[config.mk]
export PLATFORM = sky130hd
export DESIGN_NAME = activity_window_ctrl
export DESIGN_NICKNAME = d
export VERILOG_FILES = /design/src/rtl/activity_window_ctrl.sv
export SDC_FILE = /design/constraint.sdc
export NUM_CORES = 1
export LEC_CHECK = 0
export CORE_ASPECT_RATIO = 0.75
export CORE_MARGIN = 3
export CORE_UTILIZATION = 60
export CTS_BUF_LIST = sky130_fd_sc_hd__clkbuf_2
export DETAILED_ROUTE_END_ITERATION = 10
export DONT_BUFFER_PORTS = 1
export GPL_TIMING_DRIVEN = 0
export PLACE_DENSITY_LB_ADDON = 0.2
export SYNTH_ARGS = -nofsm -noshare
export SYNTH_HDL_FRONTEND = slang
export SYNTH_SLANG_ARGS = --single-unit
[constraint.sdc]
create_clock -name clk100MHz -period 9.8 [get_ports clk100MHz]
set_input_delay 1.96 -clock clk100MHz [delete_from_list [all_inputs] [get_ports clk100MHz]]
set_output_delay 1.96 -clock clk100MHz [all_outputs]
set_load 0.05 [all_outputs]
[src/rtl/activity_window_ctrl.sv]
// Step-count sequencer: 1-s window generation, per-window step statistics, high-activity tracking
// and display rotation. Optional macro PAUSE_EN adds a pause input that freezes everything.
module activity_window_ctrl #(
  parameter int unsigned TICK_DIV     = 100000000,
  parameter int unsigned OVER_THRESH  = 32,
  parameter int unsigned HIGH_THRESH  = 64,
  parameter int unsigned HIGH_MIN_SEC = 60,
  parameter int unsigned DISP_SEC     = 2
) (
  input  logic        clk100MHz,
  input  logic        reset,
`ifdef PAUSE_EN
  input  logic        pause,
`endif
  input  logic        step_pulse,
  output logic        sec_tick,
  output logic [7:0]  steps_last_sec,
  output logic [15:0] total_steps,
  output logic [15:0] seconds_over,
  output logic [15:0] high_act_sec,
  output logic [1:0]  disp_sel,
  output logic [15:0] disp_value
);

  localparam int unsigned PW = (TICK_DIV > 1) ? $clog2(TICK_DIV) : 1;
  localparam int unsigned RW = $clog2(HIGH_MIN_SEC + 1);
  localparam int unsigned DW = (DISP_SEC > 1) ? $clog2(DISP_SEC) : 1;

  localparam logic [PW-1:0] PRESC_MAX  = PW'(TICK_DIV - 1);
  localparam logic [DW-1:0] DISP_MAX   = DW'(DISP_SEC - 1);
  localparam logic [15:0]   SAT_MAX    = 16'd9999;
  localparam logic [15:0]   MIN_CREDIT = (HIGH_MIN_SEC > 9999) ? 16'd9999 : 16'(HIGH_MIN_SEC);

  typedef enum logic [1:0] {StLow, StCand, StHigh} state_e;

  logic          w_run;
  logic          w_tick;
  logic          w_step;
  logic          w_over;
  logic          w_high;

  logic [PW-1:0] r_presc;
  logic [7:0]    r_win;
  logic [7:0]    r_last;
  logic [15:0]   r_total;
  logic [15:0]   r_over;
  logic [15:0]   r_high;
  logic [RW-1:0] r_run;
  state_e        r_state;
  logic [DW-1:0] r_disp_cnt;
  logic [1:0]    r_disp_sel;
  logic [15:0]   r_disp_value;

  function automatic logic [15:0] sat_add(input logic [15:0] a, input logic [15:0] inc);
    logic [16:0] s;
    s = {1'b0, a} + {1'b0, inc};
    return (s > {1'b0, SAT_MAX}) ? SAT_MAX : s[15:0];
  endfunction

`ifdef PAUSE_EN
  assign w_run = ~pause;
`else
  assign w_run = 1'b1;
`endif

  assign w_tick = w_run & (r_presc == PRESC_MAX);
  assign w_step = w_run & step_pulse;
  assign w_over = 32'(r_win) >= OVER_THRESH;
  assign w_high = 32'(r_win) >= HIGH_THRESH;

  // Prescaler, window counter and per-step / per-window statistics
  always_ff @(posedge clk100MHz or posedge reset) begin
    if (reset) begin
      r_presc <= '0;
      r_win   <= '0;
      r_last  <= '0;
      r_total <= '0;
      r_over  <= '0;
    end else begin
      if (w_run) begin
        r_presc <= w_tick ? '0 : r_presc + 1'b1;
      end
      if (w_tick) begin
        r_last <= r_win;
        // A step on the closing cycle opens the next window
        r_win  <= {7'd0, w_step};
        if (w_over) begin
          r_over <= sat_add(r_over, 16'd1);
        end
      end else if (w_step && (r_win != 8'hFF)) begin
        r_win <= r_win + 8'd1;
      end
      if (w_step) begin
        r_total <= sat_add(r_total, 16'd1);
      end
    end
  end

  // High-activity FSM: nothing is credited until HIGH_MIN_SEC consecutive high windows
  always_ff @(posedge clk100MHz or posedge reset) begin
    if (reset) begin
      r_state <= StLow;
      r_run   <= '0;
      r_high  <= '0;
    end else if (w_tick) begin
      unique case (r_state)
        StLow: begin
          if (w_high) begin
            if (HIGH_MIN_SEC <= 1) begin
              r_high  <= sat_add(r_high, 16'd1);
              r_state <= StHigh;
            end else begin
              r_run   <= RW'(1);
              r_state <= StCand;
            end
          end
        end
        StCand: begin
          if (!w_high) begin
            r_run   <= '0;
            r_state <= StLow;
          end else if (32'(r_run) + 1 == HIGH_MIN_SEC) begin
            r_high  <= sat_add(r_high, MIN_CREDIT);
            r_run   <= '0;
            r_state <= StHigh;
          end else begin
            r_run <= r_run + RW'(1);
          end
        end
        StHigh: begin
          if (w_high) begin
            r_high <= sat_add(r_high, 16'd1);
          end else begin
            r_state <= StLow;
          end
        end
        default: r_state <= StLow;
      endcase
    end
  end

  // Display rotation; the value mux is registered and so lags selection/metric changes by one cycle
  always_ff @(posedge clk100MHz or posedge reset) begin
    if (reset) begin
      r_disp_cnt   <= '0;
      r_disp_sel   <= '0;
      r_disp_value <= '0;
    end else begin
      if (w_tick) begin
        if (r_disp_cnt == DISP_MAX) begin
          r_disp_cnt <= '0;
          r_disp_sel <= r_disp_sel + 2'd1;
        end else begin
          r_disp_cnt <= r_disp_cnt + DW'(1);
        end
      end
      unique case (r_disp_sel)
        2'd0:    r_disp_value <= r_total;
        2'd1:    r_disp_value <= {8'd0, r_last};
        2'd2:    r_disp_value <= r_over;
        default: r_disp_value <= r_high;
      endcase
    end
  end

  assign sec_tick       = w_tick;
  assign steps_last_sec = r_last;
  assign total_steps    = r_total;
  assign seconds_over   = r_over;
  assign high_act_sec   = r_high;
  assign disp_sel       = r_disp_sel;
  assign disp_value     = r_disp_value;

endmodule

# ---- Word level (Yosys, flattened, before mapping)
# Index checks and enable logic that the tools add are counted.
dict set report totals {
  ff_bits 118
  input_bits 3
  output_inout_bits 75
  elab_cells 73
}
dict set report op_classes {
  add_sub_neg 10
  magnitude_cmp 6
  n_eq_ne 13
  muxes 22
  n_reduce_logical 11
}
# cell n
set op_table {}
lappend op_table {{$mux 16} 7}
lappend op_table {{$gt 17x14->1 const B} 4}
lappend op_table {{$add 16x1->17 const B} 3}
lappend op_table {{$pmux 16 s3} 1}
lappend op_table {{$pmux 16 s2} 1}
lappend op_table {{$add 27x1->27 const B} 1}
lappend op_table {{$eq 27x27->1 const B} 1}
lappend op_table {{$mux 27} 1}
lappend op_table {{$mux 6} 3}
lappend op_table {{$add 16x6->17 const B} 1}
lappend op_table {{$mux 8} 2}
lappend op_table {{$pmux 6 s2} 1}
lappend op_table {{$ne 2x2->1 const B} 5}
lappend op_table {{$add 8x1->8 const B} 1}
lappend op_table {{$ge 8x6->1 const B} 1}
lappend op_table {{$ge 8x7->1 const B} 1}
lappend op_table {{$mux 2} 4}
lappend op_table {{$ne 8x8->1 const B} 1}
lappend op_table {{$add 6x1->7 const B} 1}
lappend op_table {{$eq 7x6->1 const B} 1}
lappend op_table {{$add 6x1->6 const B} 1}
lappend op_table {{$pmux 2 s3} 1}
lappend op_table {{$reduce_bool 2->1} 3}
lappend op_table {{$reduce_and 5->1} 1}
lappend op_table {{other kinds (11)} 15}

# ---- Logic depth before layout (Yosys ltp)
# Gate-level depths: netlist of run 1.
dict set report logic_depth {
  ltp_word 6
  depth_mapped 12
  ltp_nobuf 10
}

# ---- Worst setup path before layout of run 1
# OpenSTA, ideal clock, no wires.
dict set report synth_path {
  path_type {register to output}
  startpoint {register r_presc[19]}
  endpoint {output port sec_tick}
  t_arrival_ns 2.349
  required_ns 7.840
  slack_ns 5.491
  path_stages_with_launch 4
  n_path_buf 0
  cell_sequence {dfrtp_1 -> and4bb_2 -> nand2_1 -> nor4_1}
}
dict set report synth_between {
  elab_chain_len 1
}
# element line_no
set synth_lines {}
lappend synth_lines {{start, declared} 42} ;# logic [PW-1:0] r_presc;
lappend synth_lines {{start signal, assigned} 81} ;# r_presc <= w_tick ? '0 : r_presc + 1'b1;
lappend synth_lines {{$eq 27x27->1} 66} ;# assign w_tick = w_run & (r_presc == PRESC_MAX);
lappend synth_lines {{end, declared} 16} ;# output logic sec_tick,
# No other way between the ends.

# ---- Final worst setup path of run 1
dict set report layout_path {
  startpoint {register r_high[2] (netlist: high_act_sec[2])}
  endpoint {register r_high[8] (netlist: high_act_sec[8])}
}
dict set report layout_between {
  elab_chain_len 6
  elab_cells_between_ends 10
}
# element line_no
set layout_lines {}
lappend layout_lines {{start, declared} 47} ;# logic [15:0] r_high;
lappend layout_lines {{start signal, assigned} 110} ;# r_high <= sat_add(r_high, 16'd1);
lappend layout_lines {{start signal, assigned} 123} ;# r_high <= sat_add(r_high, MIN_CREDIT);
lappend layout_lines {{start signal, assigned} 132} ;# r_high <= sat_add(r_high, 16'd1);
lappend layout_lines {{$add 16x6->17} 56} ;# s = {1'b0, a} + {1'b0, inc};
lappend layout_lines {{$gt 17x14->1} 57} ;# return (s > {1'b0, SAT_MAX}) ? SAT_MAX : s[15:0];
lappend layout_lines {{$mux 16} 57}
lappend layout_lines {{$mux 16} 122} ;# end else if (32'(r_run) + 1 == HIGH_MIN_SEC) begin
lappend layout_lines {{$mux 16} 119} ;# if (!w_high) begin
lappend layout_lines {{$pmux 16 s2 (*)} 106} ;# unique case (r_state)
# Every way passes the cells marked *; elsewhere a longest branch is shown, timed or not. The select of a mux whose other input is x is not followed.
# A chain may end at the register's enable or synchronous reset.

==> implementation parameters, run 1 <==
Parameter                              Value

Flow run
  Max-cap violation count ... 0

Setup path
  Kind of cell with the highest combined delay on the critical path ... simple AND/OR/NAND/NOR gates
  Kind of critical path ... reg -> reg
  Critical-path maximum fanout ... 10
  Worst Path Buf+Inv ... 2
  Number of cells traversed by the worst register-to-register path ... 11
  Arrival time of data at the critical path endpoint ... 4.79 ns
  Peak per-stage delay on the critical path ... 0.75 ns
  R2R Path End ... high_act_sec[8]
  Setup slack on the worst flop-to-flop path ... 5.59 ns
  Startpoint of the worst-slack reg-to-reg timing path ... high_act_sec[2]
  Critical Path, Cell by Cell ... clkbuf_1 > inv_1 > ha_1 > nor3b_2 > nor4_1 > mux2i_1 > nor4b_2 > a31oi_1 > o22ai_1 > nand2_1 > mux2_2
  Endpoint class of the critical path ... flip-flop
  Crit path max-delay cell type ... sky130_fd_sc_hd__dfrtp_1
  Nature of the critical path startpoint ... flip-flop
  Critical path required time ... 10.38 ns

Clock tree
  Root cell of the clock tree ... sky130_fd_sc_hd__clkbuf_2
  CTS Buffer Depth ... 2
  Clock insertion delay at the later pin of the skew report ... 0.67 ns
  Post-CTS setup-driven buffer insertion count ... 0
  Post-CTS sizing ... 0
  TritonCTS clock tree ... done
  Hold buffer count at CTS ... 0
  Inserted Clock Buffers ... 17
  H-Tree Level Count ... 4
  Post-CTS clock slew at the launch and capture registers of the worst setup and hold paths ... 0.20 ns
  Number of clock sinks ... 118

GRT
  GR met2 Demand/Resource ... 0.432
  Via count of the first global-routing pass ... 6100
  Global routing met1 resource utilization ... 0.399
  Aggregate global routing overflow ... 0
  Overall Global Routing Usage ... 0.287
  Grt met3 use ... 0.0807
  Antenna violations before repair ... 0
  Pin count of the biggest net entering global routing ... 104
  Busiest metal layer after global routing ... met2
  Wire length of the first global-routing pass ... 30600 µm

Logic synthesis
  Gate Count Post-Synth ... 789
  Post-synthesis instance area ... 7080 µm²
  Fraction of the yosys area taken by sequential cells ... 0.417
  Count of unique library cells instantiated by Yosys ... 73
  Per-instance average area after synthesis ... 8.98 µm²
  Synthesized netlist net count ... 811
  Share of flip-flops with an asynchronous set or reset after synthesis ... 1.00
  Synth warnings ... 0
  Number of enable-type register cells in the synthesized netlist ... 0
  Top FF cell, synth ... sky130_fd_sc_hd__dfrtp_1
  #FFs+latches synth ... 118

Timing
  Clock period minus worst slack ... 4.21 ns
  Number of max-slew violations in the final report ... 0
  Final TNS setup ... 0 ns
  Tcrit/Tclk final ... 0.430
  F_max ... 0.237 GHz
  Transition at the pin with the smallest max-transition slack ... 1.05 ns
  Total count of hold-check failures in the final report ... 0
  Final setup viols ... 0
  Final worst hold slack ... 0.484 ns
  Unrepaired setup endpoints after global routing ... false
  Clock Skews ... 0.0334 ns
  Worst slew margin relative to its limit ... 0.292

Detailed routing
  First drt pass iteration count ... 6
  Vias post-DR ... 6340
  Post-route antenna net violation count ... 0
  DRT iter0 DRCs ... 755
  Total Routed Length ... 18500 µm
  Drc violations ... 0
  Via-to-Cell Ratio ... 6.46
  Average detailed-routed wire length per instance ... 18.8 µm

Floorplanning
  Top Ports ... 78
  Standard-cell row count ... 33
  Vertical die dimension ... 100 µm
  Initial Utilization ... 0.631
  DIE WIDTH ... 131 µm
  Die outline area ... 13200 µm²
  Core Footprint ... 11200 µm²

Cells and area
  Diode count ... 0
  Post-synthesis to final-layout area growth ... 7.90%
  Most common library cell in the layout ignoring fill and taps ... sky130_fd_sc_hd__dfrtp_1
  Combined flip-flop and latch cell area ... 2950 µm²
  Leading cell types in the layout, fill and taps excluded ... sky130_fd_sc_hd__dfrtp_1, sky130_fd_sc_hd__nor2_1, sky130_fd_sc_hd__nand2_1
  End-of-flow core utilization ... 0.680
  Multi-input combinational cell area ... 3780 µm²
  Fillcell total ... 894
  Non-filler instance count after layout ... 981
  Fraction of layout instances using a drive strength above 1 ... 0.104
  Net total in the final layout ... 833

Min path
  Start point of the worst min-delay path ... r_presc[4]
  Hold path cells ... 1
  Type of the tightest min-delay check ... reg -> reg
  Destination of the worst hold path ... r_presc[4]

Power and ir drop
  Total power consumption of the routed design ... 1.17 mW
  Power Dens Cells ... 153 nW/µm²
  Worst IR Drop VDD ... 0.104 mV
  Leakage component of the power ... 3.17 nW

Placement
  HPWL after DPL ... 13500 µm
  # placed instances ... 949
  Weighted congestion at the end of routability-driven global placement ... 0.970
  Number of port buffers ... 0

Status
  Outcome ... complete, no violations
## synthesized netlist by cell type (8+ instances only)
cell                       count  area (µm²)
sky130_fd_sc_hd__dfrtp_1     118        2950
sky130_fd_sc_hd__nor2_1       70         263
sky130_fd_sc_hd__nand2_1      68         255
sky130_fd_sc_hd__o21ai_0      53         265
sky130_fd_sc_hd__nand3_1      41         205
sky130_fd_sc_hd__inv_1        38         143
sky130_fd_sc_hd__a21oi_1      36         180
sky130_fd_sc_hd__clkbuf_1     27         101
sky130_fd_sc_hd__nor3_1       27         135
sky130_fd_sc_hd__xnor2_1      20         175
sky130_fd_sc_hd__ha_1         19         238
sky130_fd_sc_hd__xor2_1       18         158
sky130_fd_sc_hd__o31ai_1      15         113
sky130_fd_sc_hd__mux2i_1      14         140
sky130_fd_sc_hd__a22oi_1      12        90.1
sky130_fd_sc_hd__a31oi_1      12        75.1
sky130_fd_sc_hd__buf_2        12        60.1
sky130_fd_sc_hd__mux2_2       11         124
sky130_fd_sc_hd__nor2b_1      11        68.8
sky130_fd_sc_hd__and3_1       10        62.6
sky130_fd_sc_hd__nand4_1      10        62.6
sky130_fd_sc_hd__nor4_1       10        62.6
sky130_fd_sc_hd__a222oi_1      8        80.1
## per-layer routing
layer	wire, µm	part of all wire
met1	8080	0.44
met2	8140	0.44
met3	1890	0.10
met4	366	0.020
met5	0	0
## final cells by class
cell class | instances | area share
Multi-Input combinational cell | 586 | 0.494
Sequential cell | 118 | 0.386
Clock inverter | 15 | 0.0293
Buffer | 47 | 0.0283
Tap cell | 157 | 0.0257
Inverter | 38 | 0.0193
Clock buffer | 17 | 0.0111
Timing Repair Buffer | 3 | 0.00557
## power breakdown
part	leakage [nW]	total (mW)	internal [mW]	switching, mW
Sequential	1.55	0.645	0.520	0.125
Clock	0.165	0.395	0.194	0.201
Combinational	1.45	0.130	0.0495	0.0803
## stage by stage
stage | instance area (µm²) | setup slack (ns)
6_report | 7640 | 5.59
3_5_place_dp | 7330 | 5.79
2_1_floorplan | 7080 | 4.71
5_1_grt | 7640 | 5.43
4_1_cts | 7640 | 5.67
3_3_place_gp | 7280 | 3.59
## kinds of logic after synthesis
| kind of cell | share of synthesized area |
|---|---|
| mux | 0.0373 |
| xor+xnor | 0.0470 |
| fa+ha+maj | 0.0336 |
| buf+inv | 0.0507 |
| compound gates | 0.185 |
| flops | 0.417 |
| simple gates | 0.230 |
## worst reg2reg max path, delay by kind of cell, from the launching register on
kind	cells	cell delay, ns
simple gates	4	1.27
flops	1	0.75
mux	2	0.62
compound gates	2	0.61
buf+inv	2	0.59
fa+ha+maj	1	0.30
## state kept, by name, summed over array words and instances, names as in the netlist, 2 cells and up
| register | cells |
|---|---|
| steps_last_sec | 8 |
| r_run | 6 |
| disp_value | 16 |
| seconds_over | 16 |
| high_act_sec | 16 |
| r_state | 2 |
| r_win | 8 |
| total_steps | 16 |
| disp_sel | 2 |
| r_presc | 27 |
## worst max path at each step
stage / from / end / depth (start not counted)
after floorplan: reset / disp_sel[0] / 1
after global placement: reset / total_steps[11] / 1
after detailed placement: high_act_sec[2] / high_act_sec[8] / 11
after CTS: r_presc[6] / sec_tick / 4
after global routing: high_act_sec[2] / high_act_sec[8] / 11
final: high_act_sec[2] / high_act_sec[8] / 11
(Power assumes the default switching activity.)
==> run 2: changes to the inputs <==
==> constraint.sdc (replaced) <==
create_clock -name clk100MHz -period 3.4 [get_ports clk100MHz]
set_input_delay 0.68 -clock clk100MHz [delete_from_list [all_inputs] [get_ports clk100MHz]]
set_output_delay 0.68 -clock clk100MHz [all_outputs]
set_load 0.05 [all_outputs]
==> implementation parameters, run 2 (synthesis results as in run 1) <==
Parameter                              Value

Timing
  Crit path setup slack, layout ... 0.155 ns (-5.43 ns)
  Transition at the pin with the smallest max-transition slack ... 0.744 ns (-0.309 ns)
  F_max ... 0.308 GHz (+30%)
  Clock Skews ... 0.0242 ns (-0.00922 ns)
  Tcrit/Tclk final ... 0.954 (+0.525)
  Total count of hold-check failures in the final report ... 0 (unchanged)
  Unrepaired setup endpoints after global routing ... false
  Final setup viols ... 0 (unchanged)
  Clock period minus worst slack ... 3.24 ns (-0.967 ns)
  Worst slew margin relative to its limit ... 0.504 (+0.212)
  Number of max-slew violations in the final report ... 0 (unchanged)
  Final worst hold slack ... 0.185 ns (-0.299 ns)

Clock tree
  CTS Buffer Depth ... 2 (unchanged)
  Post-CTS clock slew at the launch and capture registers of the worst setup and hold paths ... 0.20 ns (about the same)
  Root cell of the clock tree ... sky130_fd_sc_hd__clkbuf_2
  Inserted Clock Buffers ... 17 (unchanged)
  Number of clock sinks ... 118 (unchanged)
  TritonCTS clock tree ... done
  H-Tree Level Count ... 4 (unchanged)
  Clock insertion delay at the later pin of the skew report ... 0.69 ns (+0.02 ns)

Setup path
  Nature of the critical path startpoint ... flip-flop
  Kind of critical path ... reg -> reg
  Critical path required time ... 4.01 ns (-6.37 ns)
  Arrival time of data at the critical path endpoint ... 3.85 ns (-0.94 ns)
  Critical-path maximum fanout ... 10 (unchanged)
  Endpoint class of the critical path ... flip-flop

Detailed routing
  Via-to-Cell Ratio ... 6.52 (+0.82%)
  Post-route antenna net violation count ... 0 (unchanged)
  Total Routed Length ... 19400 µm (+5.1%)
  Average detailed-routed wire length per instance ... 19.6 µm (+3.8%)
  First drt pass iteration count ... 7 (+1)
  DRT iter0 DRCs ... 648 (-14%)
  Vias post-DR ... 6470 (+2.1%)
  Drc violations ... 0 (unchanged)

Min path
  Type of the tightest min-delay check ... in -> reg

Power and ir drop
  Power Dens Cells ... 429 nW/µm² (+180%)
  Part of the power in the clock network ... 0.334 (-0.004)
  Sw Share ... 0.361 (+0.0137)
  Leakage component of the power ... 3.24 nW (+2.2%)
  Internal Pwr Total ... 2.16 mW (+180%)
  Sequential Power Share ... 0.552 (about the same)
  Switching power of the nets ... 1.22 mW (+200%)
  Part of the total power dissipated in combinational logic ... 0.114 (+0.003)
  Worst IR Drop VDD ... 0.260 mV (+150%)

GRT
  Aggregate global routing overflow ... 0 (unchanged)
  Via count of the first global-routing pass ... 6154 (+0.89%)
  Antenna violations before repair ... 0 (unchanged)
  Pin count of the biggest net entering global routing ... 33 (-68%)
  Overall Global Routing Usage ... 0.295 (+0.00891)
  Wire length of the first global-routing pass ... 31400 µm (+2.6%)

Floorplanning
  Vertical die dimension ... 100 µm (unchanged)
  Standard-cell row count ... 33 (unchanged)
  Die outline area ... 13200 µm² (unchanged)
  Core Footprint ... 11200 µm² (unchanged)
  Top Ports ... 78 (unchanged)
  DIE WIDTH ... 131 µm (unchanged)
  Initial Utilization ... 0.631 (unchanged)

Placement
  Worst setup timing slack at the placement stage ... -0.518 ns (-6.31 ns)
  Weighted congestion at the end of routability-driven global placement ... 0.961 (-0.96%)
  Number of port buffers ... 0 (unchanged)
  # placed instances ... 951 (+0.21%)
  HPWL after DPL ... 14100 µm (+4.7%)

Cells and area
  Leading cell types in the layout, fill and taps excluded ... sky130_fd_sc_hd__dfrtp_1, sky130_fd_sc_hd__nor2_1, sky130_fd_sc_hd__nand2_1
  Non-filler instance count after layout ... 993 (+1.2%)
  Max reg flops ... 27 (unchanged)
  Most common library cell in the layout ignoring fill and taps ... sky130_fd_sc_hd__dfrtp_1
  Fraction of layout instances using a drive strength above 1 ... 0.160 (+0.0559)
  Diode count ... 0 (unchanged)
  Post-synthesis to final-layout area growth ... 11.5%
  Register with the most flip-flops ... r_presc
  Net total in the final layout ... 845 (+1.4%)
  Fillcell total ... 859 (-3.9%)

Status
  Outcome ... complete, no violations

Flow run
  Max-cap violation count ... 0 (unchanged)
-- run 2: final timing paths --
check	to	startpoint	slack, ns	depth (start not counted)
max reg2reg	high_act_sec[1]	high_act_sec[2]	0.16	10
min in group asynchronous	total_steps[9]	reset	0.52	2
min reg2reg	r_disp_cnt	r_disp_cnt	0.48	1
max	high_act_sec[1]	high_act_sec[2]	0.16	10
max in group asynchronous	high_act_sec[2]	reset	2.05	4
min	r_win[0]	step_pulse	0.19	2
-- run 2: repair_timing --
action	CTS	global route
pin swaps	0	3
resized for setup	12	40
endpoints found under the hold margin	31	0
endpoints found under the setup margin	18	30
hold buffers	1	0
buffers inserted	3	7
gates cloned	0	0
-- run 2: stage by stage --
| stage | setup TNS (ns) | util | power (mW) | area (µm²) |
|---|---|---|---|---|
| floorplan | 0 | - | 2.14 | 7090 |
| global placement | -4.02 | 0.649 | 2.23 | 7290 |
| detailed placement | -5.38 | 0.656 | 2.26 | 7360 |
| CTS | -0.0117 | 0.689 | 3.37 | 7740 |
| global route | 0 | 0.703 | 3.52 | 7900 |
| finish | 0 | 0.703 | 3.39 | 7900 |
-- run 2: power groups by stage --
stage          sequential, mW  combinational, mW  clock [mW]
6_report                 1.87              0.387        1.13
3_3_place_gp             1.89              0.347           0
3_5_place_dp             1.89              0.370           0
2_1_floorplan            1.85              0.287           0
4_1_cts                  1.86              0.373        1.14
5_1_grt                  1.88              0.429        1.21
-- run 2: layout make-up --
cell class | instances | area (µm²) | share of cell area
Multi-Input combinational cell | 586 | 3870 | 0.490
Sequential cell | 118 | 3000 | 0.379
Buffer | 46 | 226 | 0.0287
Clock inverter | 15 | 218 | 0.0276
Tap cell | 157 | 196 | 0.0249
Timing Repair Buffer | 16 | 160 | 0.0203
Inverter | 38 | 146 | 0.0185
Clock buffer | 17 | 85.1 | 0.0108
-- run 2: critical path: stages (launching register included) --
cell and delay [ns]:
sky130_fd_sc_hd__dfrtp_2 0.58, sky130_fd_sc_hd__buf_8 0.20, sky130_fd_sc_hd__inv_1 0.13, sky130_fd_sc_hd__ha_2 0.31, sky130_fd_sc_hd__or4_1 0.55, sky130_fd_sc_hd__a31oi_4 0.23
sky130_fd_sc_hd__o221ai_2 0.16, sky130_fd_sc_hd__a31o_2 0.40, sky130_fd_sc_hd__nor4b_4 0.37, sky130_fd_sc_hd__nor2_1 0.09, sky130_fd_sc_hd__a31oi_1 0.16
-- run 2: routing by layer --
layer	global-route usage	vias to the layer above	share of wire
li1	-	2958	-
met1	0.399	3146	0.43
met2	0.448	325	0.45
met3	0.103	41	0.10
met4	0.103	0	0.021
met5	0	-	0
